### src/rtl/audio_pkg.sv
// Shared audio-path definitions: envelope state encoding used by the ADSR stage
// and by anything that decodes its debug state output.
package audio_pkg;

    localparam int ENV_STATE_W = 3;

    typedef enum logic [ENV_STATE_W-1:0] {
        ENV_IDLE    = 3'd0,
        ENV_ATTACK  = 3'd1,
        ENV_DECAY   = 3'd2,
        ENV_SUSTAIN = 3'd3,
        ENV_RELEASE = 3'd4
    } env_state_e;

endpackage

### src/rtl/env_tick_gen.sv
// Free-running divider producing a one-cycle tick every tick_div_p clocks.
// Reusable by any stage that needs a slow time base.
module env_tick_gen #(
    parameter int tick_div_p = 12000
) (
    input  logic clk_i,
    input  logic reset_n_i,
    output logic tick_o
);

    localparam int cnt_w_c = (tick_div_p > 1) ? $clog2(tick_div_p) : 1;
    localparam logic [cnt_w_c-1:0] last_c = cnt_w_c'(tick_div_p - 1);

    logic [cnt_w_c-1:0] count_q;

    assign tick_o = (count_q == last_c);

    always_ff @(posedge clk_i or negedge reset_n_i) begin
        if (!reset_n_i) begin
            count_q <= '0;
        end else if (tick_o) begin
            count_q <= '0;
        end else begin
            count_q <= count_q + cnt_w_c'(1);
        end
    end

endmodule

### src/rtl/adsr_envelope.sv
// Gated ADSR amplitude envelope applied to a signed sample stream, with a
// single registered valid/ready output stage toward the DAC.
module adsr_envelope
    import audio_pkg::*;
#(
    parameter int width_p     = 12,
    parameter int env_width_p = 8,
    parameter int tick_div_p  = 12000
) (
    input  logic                       clk_i,
    input  logic                       reset_n_i,
    input  logic                       gate_i,
    input  logic [env_width_p-1:0]     attack_step_i,
    input  logic [env_width_p-1:0]     decay_step_i,
    input  logic [env_width_p-1:0]     sustain_level_i,
    input  logic [env_width_p-1:0]     release_step_i,
    input  logic                       valid_i,
    input  logic signed [width_p-1:0]  data_i,
    output logic                       ready_o,
    output logic                       valid_o,
    output logic signed [width_p-1:0]  data_o,
    input  logic                       ready_i,
    output logic [ENV_STATE_W-1:0]     env_state_o,
    output logic [env_width_p-1:0]     env_level_o
);

    localparam logic [env_width_p-1:0] max_level_c = '1;
    localparam int prod_w_c = width_p + env_width_p;

    env_state_e               state_q, state_n;
    logic [env_width_p-1:0]   level_q, level_n;
    logic                     gate_q;
    logic                     tick;
    logic                     rise, fall;
    logic [env_width_p:0]     attack_sum;
    logic [env_width_p:0]     decay_floor;
    logic signed [prod_w_c-1:0] product;
    logic signed [width_p-1:0]  data_scaled;

    env_tick_gen #(
        .tick_div_p (tick_div_p)
    ) u_tick_gen (
        .clk_i     (clk_i),
        .reset_n_i (reset_n_i),
        .tick_o    (tick)
    );

    assign rise        = gate_i & ~gate_q;
    assign fall        = ~gate_i & gate_q;
    assign attack_sum  = {1'b0, level_q} + {1'b0, attack_step_i};
    assign decay_floor = {1'b0, sustain_level_i} + {1'b0, decay_step_i};

    always_ff @(posedge clk_i or negedge reset_n_i) begin
        if (!reset_n_i) begin
            state_q <= ENV_IDLE;
            level_q <= '0;
            gate_q  <= 1'b0;
        end else begin
            state_q <= state_n;
            level_q <= level_n;
            gate_q  <= gate_i;
        end
    end

    // Level update comes first; gate edges then override only the next state,
    // so a tick landing on the same cycle as an edge still moves the level.
    always_comb begin
        state_n = state_q;
        level_n = level_q;
        case (state_q)
            ENV_IDLE: begin
                level_n = '0;
                if (rise) state_n = ENV_ATTACK;
            end
            ENV_ATTACK: begin
                if (attack_step_i == '0) begin
                    level_n = max_level_c;
                    state_n = ENV_DECAY;
                end else if (tick) begin
                    if (attack_sum >= {1'b0, max_level_c}) begin
                        level_n = max_level_c;
                        state_n = ENV_DECAY;
                    end else begin
                        level_n = attack_sum[env_width_p-1:0];
                    end
                end
            end
            ENV_DECAY: begin
                if (decay_step_i == '0 || sustain_level_i >= level_q) begin
                    level_n = sustain_level_i;
                    state_n = ENV_SUSTAIN;
                end else if (tick) begin
                    if ({1'b0, level_q} <= decay_floor) begin
                        level_n = sustain_level_i;
                        state_n = ENV_SUSTAIN;
                    end else begin
                        level_n = level_q - decay_step_i;
                    end
                end
            end
            ENV_SUSTAIN: begin
                level_n = sustain_level_i;
            end
            ENV_RELEASE: begin
                if (release_step_i == '0) begin
                    level_n = '0;
                    state_n = ENV_IDLE;
                end else if (tick) begin
                    if (level_q <= release_step_i) begin
                        level_n = '0;
                        state_n = ENV_IDLE;
                    end else begin
                        level_n = level_q - release_step_i;
                    end
                end
            end
            default: begin
                level_n = '0;
                state_n = ENV_IDLE;
            end
        endcase

        if (fall && (state_q inside {ENV_ATTACK, ENV_DECAY, ENV_SUSTAIN})) begin
            state_n = ENV_RELEASE;
        end
        if (rise && state_q == ENV_RELEASE) begin
            state_n = ENV_ATTACK;
        end
    end

    // The true product always fits in width_p+env_width_p signed bits since
    // the level is strictly below 2^env_width_p, so the extra guard bit is dropped.
    assign product     = prod_w_c'(data_i) * prod_w_c'($signed({1'b0, level_q}));
    assign data_scaled = width_p'(product >>> env_width_p);

    assign ready_o = ~valid_o | ready_i;

    always_ff @(posedge clk_i or negedge reset_n_i) begin
        if (!reset_n_i) begin
            valid_o <= 1'b0;
            data_o  <= '0;
        end else if (valid_i && ready_o) begin
            valid_o <= 1'b1;
            data_o  <= data_scaled;
        end else if (ready_i) begin
            valid_o <= 1'b0;
        end
    end

    assign env_state_o = state_q;
    assign env_level_o = level_q;

endmodule

### config.mk
export PLATFORM = sky130hd
export DESIGN_NAME = adsr_envelope
export DESIGN_NICKNAME = d
export VERILOG_FILES = /design/src/rtl/audio_pkg.sv /design/src/rtl/env_tick_gen.sv /design/src/rtl/adsr_envelope.sv
export SDC_FILE = /design/constraint.sdc
export NUM_CORES = 1
export LEC_CHECK = 0
export CAP_MARGIN = 25
export CELL_PAD_IN_SITES_DETAIL_PLACEMENT = 1
export CELL_PAD_IN_SITES_GLOBAL_PLACEMENT = 1
export CORE_AREA = 2 2 154 156
export CTS_CLUSTER_SIZE = 12
export DETAILED_ROUTE_END_ITERATION = 8
export DIE_AREA = 0 0 156 158
export PLACE_DENSITY = 0.56
export SLEW_MARGIN = 20
export SYNTH_ARGS = -nofsm -noshare
export SYNTH_HDL_FRONTEND = slang
export SYNTH_SLANG_ARGS = --single-unit
### constraint.sdc
create_clock -name clk_i -period 11.81 [get_ports clk_i]
set_input_delay 2.362 -clock clk_i [delete_from_list [all_inputs] [get_ports clk_i]]
set_output_delay 2.362 -clock clk_i [all_outputs]
set_load 0.1 [all_outputs]
# Yosys cells after proc, flatten, opt, wreduce, memory -nomap -nowiden
# Index checks and enable logic that the tools add are counted.
[word_totals] regBits=39 input_bits=49 out_inout_bits=25 word_cells=76
[op_classes] addsub=5 n_mul=1 magnitude_cmp=4 eq_ne=16 muxes=26 bitwise=6 reduce_logical=12
[op_table] cell="8-bit 2-to-1 mux" count=9
[op_table] cell="3-bit 2-to-1 mux" count=12
[op_table] cell="8-bit case mux with 4 select lines" count=1
[op_table] cell="8-bit zero test" count=3
[op_table] cell="12-bit by 9-bit multiplier with 20-bit output" count=1
[op_table] cell="5-bit by 3-bit inequality test with 1-bit output (second input constant)" count=4
[op_table] cell="8-bit by 8-bit adder with 9-bit output" count=2
[op_table] cell="8-bit subtractor" count=2
[op_table] cell="3-bit case mux with 5 select lines" count=1
[op_table] cell="14-bit by 1-bit adder with 14-bit output (second input constant)" count=1
[op_table] cell="14-bit equality test (second input constant)" count=1
[op_table] cell="14-bit 2-to-1 mux" count=1
[op_table] cell="5-bit by 4-bit inequality test with 1-bit output (second input constant)" count=2
[op_table] cell="9-bit by 8-bit >= comparator with 1-bit output (second input constant)" count=1
[op_table] cell="8-bit by 9-bit less-or-equal comparator with 1-bit output" count=1
[op_table] cell="3-bit inequality test (second input constant)" count=3
[op_table] cell="8-bit >= comparator" count=1
[op_table] cell="8-bit less-or-equal comparator" count=1
[op_table] cell="8-bit AND reduction" count=1
[op_table] cell="3-bit by 2-bit equality test with 1-bit output (second input constant)" count=2
[op_table] cell="4-bit inequality test (second input constant)" count=1
[op_table] cell="3-bit by 1-bit equality test with 1-bit output (second input constant)" count=1
[op_table] cell="3-bit equality test (second input constant)" count=1
[op_table] cell="1-bit logical AND" count=3
[op_table] cell="10 further kinds" count=14

# Logic depth before layout (Yosys ltp)
# Gate-level depths: netlist (run 1).
[depth] depth_word=8 mapped_depth=19 mapped_depth_nobuf=18

# Hierarchy
# A second synthesis (run 1) with hierarchy kept.
[hier_totals] cells_unflattened=783 hier_area_um2=6920.4
[by_module_without_submodules] module="adsr_envelope" n_inst=1 cells_per_inst=718 area_each_um2=6222.2 seq_area_each_um2=625.6
[by_module_without_submodules] module="env_tick_gen" n_inst=1 cells_per_inst=65 area_each_um2=698.2 seq_area_each_um2=350.3

# Worst setup path after synthesis (run 1)
# Ideal clock, no wire load.
[synth_timing] path_type="in2reg" from="input port data_i[11]" to="register data_o[11]" setup_ns=0.133 arrival_ns=6.228 required_time_ns=11.677 setup_slack_ns=5.448 path_stages=16 path_buffers=0 cell_sequence="and2_1 > fa_1 > inv_1 > fa_1 > inv_1 > fa_1 > inv_1 > fa_1 > inv_1 > ha_1 > a21oi_1 > a2bb2oi_1 > nand3b_1 > o31ai_1 > xnor2_1 > o21ai_0"
[synth_via] elab_chain_cells=1
[synth_lines] item="start, declared" line_no="adsr_envelope.sv:18" source="input logic signed [width_p-1:0] data_i,"
[synth_lines] item="12-bit by 9-bit multiplier with 20-bit output" line_no="adsr_envelope.sv:133" source="assign product = prod_w_c'(data_i) * prod_w_c'($signed({1'b0, level_q}));"
[synth_lines] item="end signal, assigned" line_no="adsr_envelope.sv:144" source="data_o <= data_scaled;"
[synth_lines] item="end, declared" line_no="adsr_envelope.sv:21" source="output logic signed [width_p-1:0] data_o,"
# No other way between the ends.
# A chain may end at the register's enable or synchronous reset.

# Worst setup path after layout (run 1)
[layout_timing] from="input port data_i[7]" to="register data_o[11]"
# The elaborated chain is that of the path after synthesis.

==> flow_metrics.py, run 1 <==
metrics = {
    "worst_hold_path": {
        "hp-start": "data_o[2]",
        "hp-class": "reg -> reg",
        "hold_end": "data_o[2]",
        "hold_depth": 2,
    },
    "timing": {
        "slew_headroom": 0.349,
        "tightest_slew_ps": 974,
        "skew_ps": 9.78,
        "fin_ws_ps": 4800,
        "slew_violations": 0,
        "period_needed_ps": 7010,
        "tns_ps": 0,
        "hold_viol": 0,
        "rsz0062_at_grt": "false",
        "min_period_over_period": 0.593,
        "max_freq_ghz": 0.143,
        "setup_violations": 0,
    },
    "clocking": {
        "cts_made_buffers": 5,
        "cts_resized": 0,
        "cts_num_sinks": 39,
        "insertion_delay_ps": 290,
        "cts.htree.levels": 2,
        "ctsLongestPathBuffers": 2,
        "clkSlewWorstSetupHoldPaths_ps": 70,
        "ctsHoldBuffers": 0,
        "clockRootBuffer": "clkbuf_16",
        "postCtsSetupBuffers": 0,
        "cts_tree": "built",
    },
    "worst_setup_path": {
        "crit_type": "in -> reg",
        "cp-start-kind": "input pin",
        "rrSetupSlack_ps": 6590,
        "critPathSlowestCell": "clkdlybuf4s50_1",
        "crit_buf_inv": 4,
        "arrival_ps": 7160,
        "critPathRequiredTime_ps": 11960,
        "max_stage_delay_ps": 670,
        "r2r-start": "env_level_o[5]",
        "worst_r2r_path_depth": 17,
        "path_cells": "clkdlybuf4s50_1 > nand2_1 > fa_1 > inv_1 > fa_1 > fa_1 > inv_1 > fa_1 > inv_1 > ha_1 > a21o_1 > a21o_1 > a21oi_1 > a2bb2oi_1 > nand3b_1 > o31ai_1 > xnor2_1 > o21ai_0",
        "r2r-end": "data_o[11]",
        "path_max_fanout": 8,
        "timing.critical_path.mode_cell": "fa_1",
        "cp_top_family": "adder cells",
        "cp-end-kind": "register",
    },
    "synth": {
        "async_reset_ff_frac": 1.00,
        "avgSynthCellArea_um2": 8.50,
        "yosys.area_share.adder": 0.386,
        "yosysUniqueCellTypes": 58,
        "synthXorXnorAreaFrac": 0.0646,
        "synth_edf_count": 0,
        "synth-simple-area-share": 0.185,
        "netlist.area_leader.share": 0.233,
        "synth_area_leaders": "fa_1 (23%), ha_1 (15%), dfrtp_1 (14%)",
        "synth_top_family_by_area": "adder cells",
        "ys_seq_elements": 39,
        "synth_compound_area_frac": 0.121,
        "synthMuxAreaShare": 0.0101,
        "netlist_instances": 798,
        "syn_area_um2": 6780,
        "synthFlopType": "dfrtp_1",
        "yosysTopAreaCell": "fa_1",
        "yosysSeqAreaShare": 0.144,
        "syn_nets": 1009,
        "yosysWarningCount": 0,
    },
    "global_route": {
        "gr-total-overflow": 0,
        "grt_usage": 0.160,
        "grt_pass1_vias": 6092,
        "grt_pass1_wl_um": 31500,
        "antenna_found_initial": 0,
        "grt_max_degree": 40,
    },
    "power": {
        "ir_drop_uv": 93.4,
        "p_leak_nw": 3.90,
        "power_density_nw_per_um2": 200,
    },
    "cells_and_area": {
        "fin_util": 0.349,
        "area_delta_synth_final_pct": 18.6,
        "antennaDiodeCount": 0,
        "drive_above_1_share": 0.0344,
        "layout.cells.non_filler": 1161,
        "layout_common_cells": "inv_1 (144), nand2_1 (90), ha_1 (83)",
        "layout_commonest_cell": "inv_1",
        "nNetsFinal": 1081,
        "design_area_um2": 8050,
    },
    "route": {
        "vias_per_cell": 4.76,
        "num_vias": 5528,
        "drc": 0,
        "antenna_left": 0,
        "totalWireLength_um": 18400,
        "routedWlPerCell_um": 15.8,
        "first_pass_iters": 4,
        "drt_iter0_drc": 162,
    },
    "die": {
        "rows": 56,
        "core_um2": 23100,
        "die_h_um": 158,
        "dieArea_um2": 24600,
        "io_pins": 74,
        "die_x_um": 156,
        "initial_core_util": 0.294,
    },
    "placement": {
        "port_buffers": 73,
        "gp_congestion": 0.810,
        "place_hpwl_um": 15400,
        "dpl_cell_area_um2": 7850,
        "dp.cells": 1152,
        "place_ws_ps": 4430,
    },
    "run": {
        "max_cap_violations": 0,
    },
    "status": {
        "outcome": "completed",
    },
}
-- sequential cells by signal (all words and copies together) (netlist names) --
| register | flops |
|---|---|
| data_o | 12 |
| env_level_o | 8 |
| env_state_o | 3 |
| gate_q | 1 |
| u_tick_gen.count_q | 14 |
| valid_o | 1 |
-- worst max path at each step --
stage | startpoint | to | slack (ps) | cells after the start
floorplan | data_i[11] | data_o[11] | 5450 | 16
detailed placement | data_i[7] | data_o[11] | 4430 | 18
CTS | data_i[7] | data_o[11] | 4760 | 18
global route | data_i[5] | data_o[6] | 4470 | 18
finish | data_i[7] | data_o[11] | 4800 | 18
global placement | data_i[7] | data_o[11] | 4550 | 18
-- power by group --
group / internal [mW] / switching [mW]
Clock: 0.101 / 0.0639
Sequential: 0.165 / 0.0547
Combinational: 0.459 / 0.767
Total: 0.725 / 0.885
-- cell families after synthesis --
group / after synthesis
adder cells (fa/ha/maj): 162
AND/OR/NAND/NOR: 253
XOR/XNOR: 50
AO/OA/AOI/OAI: 129
flip-flops: 39
buffers and inverters: 159
multiplexers: 6
-- final cells by class --
cell class	instances	area (µm²)
flip-flops and latches	39	976
inverters	144	541
well taps	290	363
clock buffers	5	125
multi-input cells	600	5200
clock inverters	3	46.3
repair buffers	80	791
fillers	2726	15000
-- worst reg2reg max path, stage by stage, from the launching register on --
cell and delay [ps]:
dfrtp_1 900, nand2_1 190, fa_1 560, inv_1 50, fa_1 460, fa_1 540
inv_1 50, fa_1 530, inv_1 40, ha_1 350, a21o_1 170, a21o_1 160
a21oi_1 190, a2bb2oi_1 230, nand3b_1 160, o31ai_1 270, xnor2_1 150, o21ai_0 80
-- metrics by stage --
step,total power [mW],hold WS [ps]
2_1_floorplan,1.15,455
3_3_place_gp,1.46,464
3_5_place_dp,1.47,474
4_1_cts,1.64,489
5_1_grt,1.80,517
6_report,1.61,478
-- synth_stat cells, types with 5 or more instances --
library cell / count
nand4_1: 7
nor2b_1: 7
o31ai_1: 5
a21oi_1: 27
and2_1: 46
clkbuf_1: 14
o21ai_0: 43
a211oi_1: 5
nand3_1: 18
nor2_1: 39
nand2b_1: 11
xor2_1: 20
nand2_1: 90
fa_1: 79
nor3_1: 8
xnor2_1: 30
o21bai_1: 7
a21o_1: 8
nor4_1: 10
ha_1: 83
inv_1: 144
dfrtp_1: 39
-- layer usage --
| metal | vias to the layer above | track usage | part of all wire |
|---|---|---|---|
| met5 | - | 0 | 0 |
| met1 | 2695 | 0.217 | 0.49 |
| met3 | 13 | 0.0109 | 0.018 |
| met4 | 0 | 0.0319 | 0.012 |
| met2 | 72 | 0.282 | 0.48 |
| li1 | 2748 | - | - |
(Power assumes the default switching activity.)
==> run 2: changes to the inputs <==
==> constraint.sdc (replaced) <==
create_clock -name clk_i -period 7.16 [get_ports clk_i]
set_input_delay 1.432 -clock clk_i [delete_from_list [all_inputs] [get_ports clk_i]]
set_output_delay 1.432 -clock clk_i [all_outputs]
set_load 0.1 [all_outputs]
==> run 2 against run 1 <==
  * Combinational power up 65%
  * Power up 66%
  * Die area unchanged
  * Hold slack better by 1.6 ps
  * Critical endpoint unchanged
  * Via count up 0.85%
  * Critical path depth unchanged
  * Clock power up 65%
  * Count of clock-buffer cells in the layout unchanged
  * First-iteration DRC count up 14%
  * Register-to-register slack worse by 4700 ps
  * Sequential cell count unchanged
  * Routed wire length up 0.76%
  * Highest routed layer unchanged
==> flow_metrics.py, run 2 (synthesis results as in run 1) <==
metrics = {
    "timing": {
        "tns_ps": 0,
        "rsz0062_at_grt": "false",
        "skew_ps": 6.32,
        "period_needed_ps": 6100,
        "slew_violations": 0,
        "tightest_slew_ps": 977,
        "min_period_over_period": 0.852,
        "hold_viol": 0,
        "setup_violations": 0,
        "fin_hold_ws_ps": 479,
        "slew_headroom": 0.347,
        "max_freq_ghz": 0.164,
    },
    "worst_hold_path": {
        "hp-class": "reg -> reg",
        "hp-start": "data_o[0]",
    },
    "die": {
        "rows": 56,
        "dieArea_um2": 24600,
        "die_x_um": 156,
        "io_pins": 74,
        "core_um2": 23100,
        "die_h_um": 158,
        "initial_core_util": 0.294,
    },
    "global_route": {
        "grt_max_degree": 40,
        "grt_usage": 0.159,
        "met2_usage": 0.282,
        "met1_usage": 0.214,
        "grt_use_met3": 0.0129,
        "top_usage_layer": "met2",
        "grt_pass1_wl_um": 31200,
        "antenna_found_initial": 0,
        "grt_pass1_vias": 6108,
        "gr-total-overflow": 0,
    },
    "placement": {
        "port_buffers": 73,
        "gp_congestion": 0.804,
        "place_hpwl_um": 15400,
    },
    "clocking": {
        "postCtsSetupBuffers": 0,
        "cts_made_buffers": 5,
        "cts.htree.levels": 2,
        "cts_tree": "built",
        "clkSlewWorstSetupHoldPaths_ps": 70,
        "cts_resized": 0,
        "cts_num_sinks": 39,
        "ctsLongestPathBuffers": 2,
        "ctsHoldBuffers": 0,
        "clockRootBuffer": "clkbuf_16",
        "insertion_delay_ps": 290,
    },
    "worst_setup_path": {
        "critPathLaunch": "data_i[6]",
        "critPathRequiredTime_ps": 7300,
        "path_max_fanout": 8,
        "crit_type": "in -> reg",
        "path_cells": "clkdlybuf4s50_1 > nand2_1 > fa_1 > inv_1 > fa_1 > inv_1 > fa_1 > inv_1 > fa_1 > ha_1 > or3_1 > a21oi_1 > nor3_1 > o21ai_0 > nand3b_1 > o31ai_1 > xnor2_1 > o21ai_0",
        "max_stage_delay_ps": 660,
        "timing.critical_path.mode_cell": "fa_1",
        "cp-start-kind": "input pin",
        "critPathSlowestCell": "clkdlybuf4s50_1",
        "r2r-start": "env_level_o[5]",
        "arrival_ps": 6240,
        "cp-end-kind": "register",
    },
    "cells_and_area": {
        "top_register": "u_tick_gen.count_q",
        "largest_reg_flops": 14,
        "antennaDiodeCount": 0,
        "fillCellCount": 2728,
        "layout_commonest_cell": "inv_1",
        "nNetsFinal": 1080,
        "area_delta_synth_final_pct": 18.5,
        "drive_above_1_share": 0.0333,
        "layout_common_cells": "inv_1 (144), nand2_1 (90), ha_1 (83)",
    },
    "route": {
        "routedWlPerCell_um": 16.0,
        "drc": 0,
        "drt_iter0_drc": 185,
        "num_vias": 5575,
        "antenna_left": 0,
        "first_pass_iters": 4,
        "vias_per_cell": 4.81,
        "totalWireLength_um": 18500,
    },
    "power": {
        "p_leak_nw": 3.90,
        "power_density_nw_per_um2": 332,
        "ir_drop_uv": 133,
    },
    "status": {
        "outcome": "completed",
    },
    "run": {
        "max_cap_violations": 0,
    },
}
==> run 2: changes by cell type in the layout (fill, tap and decap cells not counted), sizes merged <==
cell | previous run | this run
buf | 8 | 7
==> run 2: cell type report <==
cell class,count,area (µm²),area share
clock inverter,3,46.3,0.00576
multi-input combinational,600,5200,0.647
inverter,144,541,0.0672
timing repair buffer,79,783,0.0974
tap,290,363,0.0451
sequential,39,976,0.121
clock buffer,5,125,0.0156
==> run 2: through the flow <==
| stage | power [mW] | cell area, µm² | worst slack, ps | util | std cells |
|---|---|---|---|---|---|
| final | 2.67 | 8040 | 1060 | 0.349 | 1160 |
| after global routing | 2.98 | 8040 | 758 | 0.349 | 1160 |
| after CTS | 2.72 | 8020 | 1000 | 0.348 | 1159 |
| after detailed placement | 2.42 | 7850 | 671 | 0.340 | 1151 |
| after global placement | 2.41 | 7850 | 811 | 0.340 | 1151 |
| after floorplan | 1.89 | 6780 | 1730 | - | 798 |
==> run 2: worst paths after layout <==
path	cells past startpoint	end	slack [ps]
max	18	data_o[11]	1060
min	2	data_o[0]	480
max reg2reg	17	data_o[11]	1890
min reg2reg	2	data_o[0]	480
max in group asynchronous	2	data_o[11]	5680
min in group asynchronous	1	gate_q	1020
==> run 2: worst max-delay path, delay by kind of cell <==
| kind | cells | cell delay (ps) |
|---|---|---|
| AND/OR/NAND/NOR | 4 | 790 |
| adder cells (fa/ha/maj) | 5 | 2210 |
| XOR/XNOR | 1 | 150 |
| AO/OA/AOI/OAI | 4 | 830 |
| buffers and inverters | 4 | 820 |
==> run 2: where the power goes <==
| part | internal, mW | switching [mW] |
|---|---|---|
| clock | 0.166 | 0.107 |
| combinational | 0.756 | 1.27 |
| sequential | 0.272 | 0.0994 |
==> run 2: routing by layer <==
layer	routed length, µm	share of wire	vias to the layer above
met5	0	0	-
met4	191	0.010	0
met2	8960	0.48	71
met1	9030	0.49	2751
li1	-	-	2743
met3	341	0.018	10
==> run 3: changes to the inputs <==
--- a/config.mk
+++ b/config.mk
@@ -8,10 +8,10 @@
 export CAP_MARGIN = 25
 export CELL_PAD_IN_SITES_DETAIL_PLACEMENT = 1
 export CELL_PAD_IN_SITES_GLOBAL_PLACEMENT = 1
-export CORE_AREA = 2 2 154 156
+export CORE_AREA = 2 2 126 190
 export CTS_CLUSTER_SIZE = 12
 export DETAILED_ROUTE_END_ITERATION = 8
-export DIE_AREA = 0 0 156 158
+export DIE_AREA = 0 0 128 192
 export PLACE_DENSITY = 0.56
 export SLEW_MARGIN = 20
 export SYNTH_ARGS = -nofsm -noshare
==> run 3 against run 2 <==
  * Fmax shrank 0.95%
  * Power down 1.0%
  * Combinational power down 3%
  * Global-route usage decreased by 0.052 points
  * Non-clock buffer count down 3
  * Cell area is 0.22% lower
  * Highest routed layer unchanged
  * Routed wire length down 0.34%
  * Register-to-register slack worse by 110 ps
  * Clock power up 7%
  * Count of clock-buffer cells in the layout rose by 1
  * Critical endpoint unchanged
  * Hold slack lost 1.8 ps
==> flow_metrics.py, run 3 (synthesis results as in run 1) <==
metrics = {
    "timing": {
        "slew_headroom": 0.335,
        "tns_ps": 0,
        "min_period_over_period": 0.860,
        "tightest_slew_ps": 994,
        "fin_ws_ps": 1000,
        "max_freq_ghz": 0.162,
        "fin_hold_ws_ps": 477,
        "slew_violations": 0,
        "hold_viol": 0,
        "setup_violations": 0,
        "rsz0062_at_grt": "false",
        "skew_ps": 5.85,
        "period_needed_ps": 6160,
    },
    "placement": {
        "dpl_cell_area_um2": 7810,
        "place_hpwl_um": 15500,
        "place_ws_ps": 658,
        "port_buffers": 73,
        "dp.cells": 1138,
        "gp_congestion": 0.780,
    },
    "die": {
        "dieArea_um2": 24600,
        "rows": 68,
        "io_pins": 74,
        "die_x_um": 128,
        "initial_core_util": 0.298,
        "die_h_um": 192,
        "core_um2": 22800,
    },
    "worst_setup_path": {
        "crit_buf_inv": 4,
        "path_max_fanout": 8,
        "critPathRequiredTime_ps": 7300,
        "cp-end-kind": "register",
        "max_stage_delay_ps": 690,
        "cp.depth": 18,
        "cp_top_family": "adder cells",
        "cp-start-kind": "input pin",
        "arrival_ps": 6300,
        "endpoint": "data_o[11]",
        "timing.critical_path.mode_cell": "fa_1",
        "path_cells": "clkdlybuf4s50_1 > nand2_1 > fa_1 > inv_1 > fa_1 > fa_1 > inv_1 > fa_1 > inv_1 > ha_1 > a21o_1 > a21o_1 > a21oi_1 > a2bb2oi_1 > nand3b_1 > o31ai_1 > xnor2_1 > o21ai_0",
        "critPathLaunch": "data_i[7]",
        "r2r-start": "env_level_o[2]",
        "crit_type": "in -> reg",
        "r2r-end": "data_o[11]",
        "rrSetupSlack_ps": 1780,
        "critPathSlowestCell": "clkdlybuf4s50_1",
        "worst_r2r_path_depth": 17,
    },
    "cells_and_area": {
        "layout_commonest_cell": "inv_1",
        "largest_reg_flops": 14,
        "antennaDiodeCount": 0,
        "layout_common_cells": "inv_1 (144), nand2_1 (90), ha_1 (83)",
        "top_register": "u_tick_gen.count_q",
        "design_area_um2": 8020,
        "drive_above_1_share": 0.0288,
        "nNetsFinal": 1077,
        "fillCellCount": 2708,
        "fin_util": 0.352,
        "area_delta_synth_final_pct": 18.2,
        "layout.cells.non_filler": 1147,
    },
    "power": {
        "p_sw_frac": 0.541,
        "intPower_mw": 1.21,
        "combinationalPowerShare": 0.744,
        "ir_drop_uv": 151,
        "power.share.clock": 0.110,
        "power_density_nw_per_um2": 330,
        "power_mw": 2.64,
        "power_switching_mw": 1.43,
        "seqPwrFrac": 0.146,
        "p_leak_nw": 3.89,
    },
    "route": {
        "first_pass_iters": 4,
        "vias_per_cell": 4.81,
        "num_vias": 5512,
        "routedWlPerCell_um": 16.1,
        "antenna_left": 0,
        "drc": 0,
        "drt_iter0_drc": 122,
        "totalWireLength_um": 18500,
    },
    "global_route": {
        "antenna_found_initial": 0,
        "grt_pass1_wl_um": 30900,
        "gr-total-overflow": 0,
        "grt_pass1_vias": 6098,
        "grt_max_degree": 40,
        "grt_usage": 0.159,
    },
    "clocking": {
        "clkSlewWorstSetupHoldPaths_ps": 60,
        "cts_tree": "built",
        "ctsLongestPathBuffers": 2,
        "postCtsSetupBuffers": 0,
        "cts_num_sinks": 39,
        "cts.htree.levels": 2,
        "cts_resized": 0,
        "ctsHoldBuffers": 0,
        "clockRootBuffer": "clkbuf_16",
        "cts_made_buffers": 5,
        "insertion_delay_ps": 280,
    },
    "run": {
        "max_cap_violations": 0,
    },
    "worst_hold_path": {
        "hp-start": "data_o[1]",
        "hp-class": "reg -> reg",
    },
    "status": {
        "outcome": "completed",
    },
}
-- run 3: cell types whose count changed in the layout (fill, tap and decap cells not counted), sizes merged --
cell / previous run / this run
buf: 7 / 4
bufinv: 1 / 2
clkbuf: 5 / 6
clkinvlp: 1 / 0
inv: 145 / 144
-- run 3: per-layer routing --
metal | up-vias | global-route usage | share of wire | wire length (µm)
met4 | 0 | 0.0216 | 0.0064 | 119
met5 | - | 0 | 0 | 0
met3 | 5 | 0.0120 | 0.011 | 206
met2 | 49 | 0.323 | 0.57 | 10500
met1 | 2718 | 0.181 | 0.41 | 7590
li1 | 2740 | - | - | -
-- run 3: power by group through the flow --
stage	Sequential [mW]	Clock (mW)	Combinational [mW]
2_1_floorplan	0.675	0	1.22
3_3_place_gp	0.393	0	1.98
3_5_place_dp	0.393	0	2.00
4_1_cts	0.389	0.300	2.01
5_1_grt	0.399	0.311	2.24
6_report	0.386	0.292	1.97
-- run 3: worst min path at each step --
stage	end	slack [ps]	depth (start not counted)
final	data_o[1]	480	2
after global routing	data_o[11]	510	2
after CTS	data_o[2]	490	2
after detailed placement	data_o[2]	470	2
after global placement	data_o[2]	470	2
after floorplan	u_tick_gen.count_q[0]	450	1
-- run 3: area by class of cell --
class / instances / area (µm²) / share of cell area
clock buffer: 6 / 129 / 0.0161
timing repair buffer: 76 / 761 / 0.0949
inverter: 144 / 541 / 0.0674
sequential: 39 / 976 / 0.122
clock inverter: 2 / 60.1 / 0.00749
multi-input combinational: 600 / 5200 / 0.649
tap: 280 / 350 / 0.0437
-- run 3: worst reg2reg max path: cells and delay by family, from the launching register on --
kind            cells  cell delay, ps
fa+ha+maj           5            2260
simple gates        4             880
compound gates      4             830
xor+xnor            1             150
flops               1             970
buf+inv             3             150
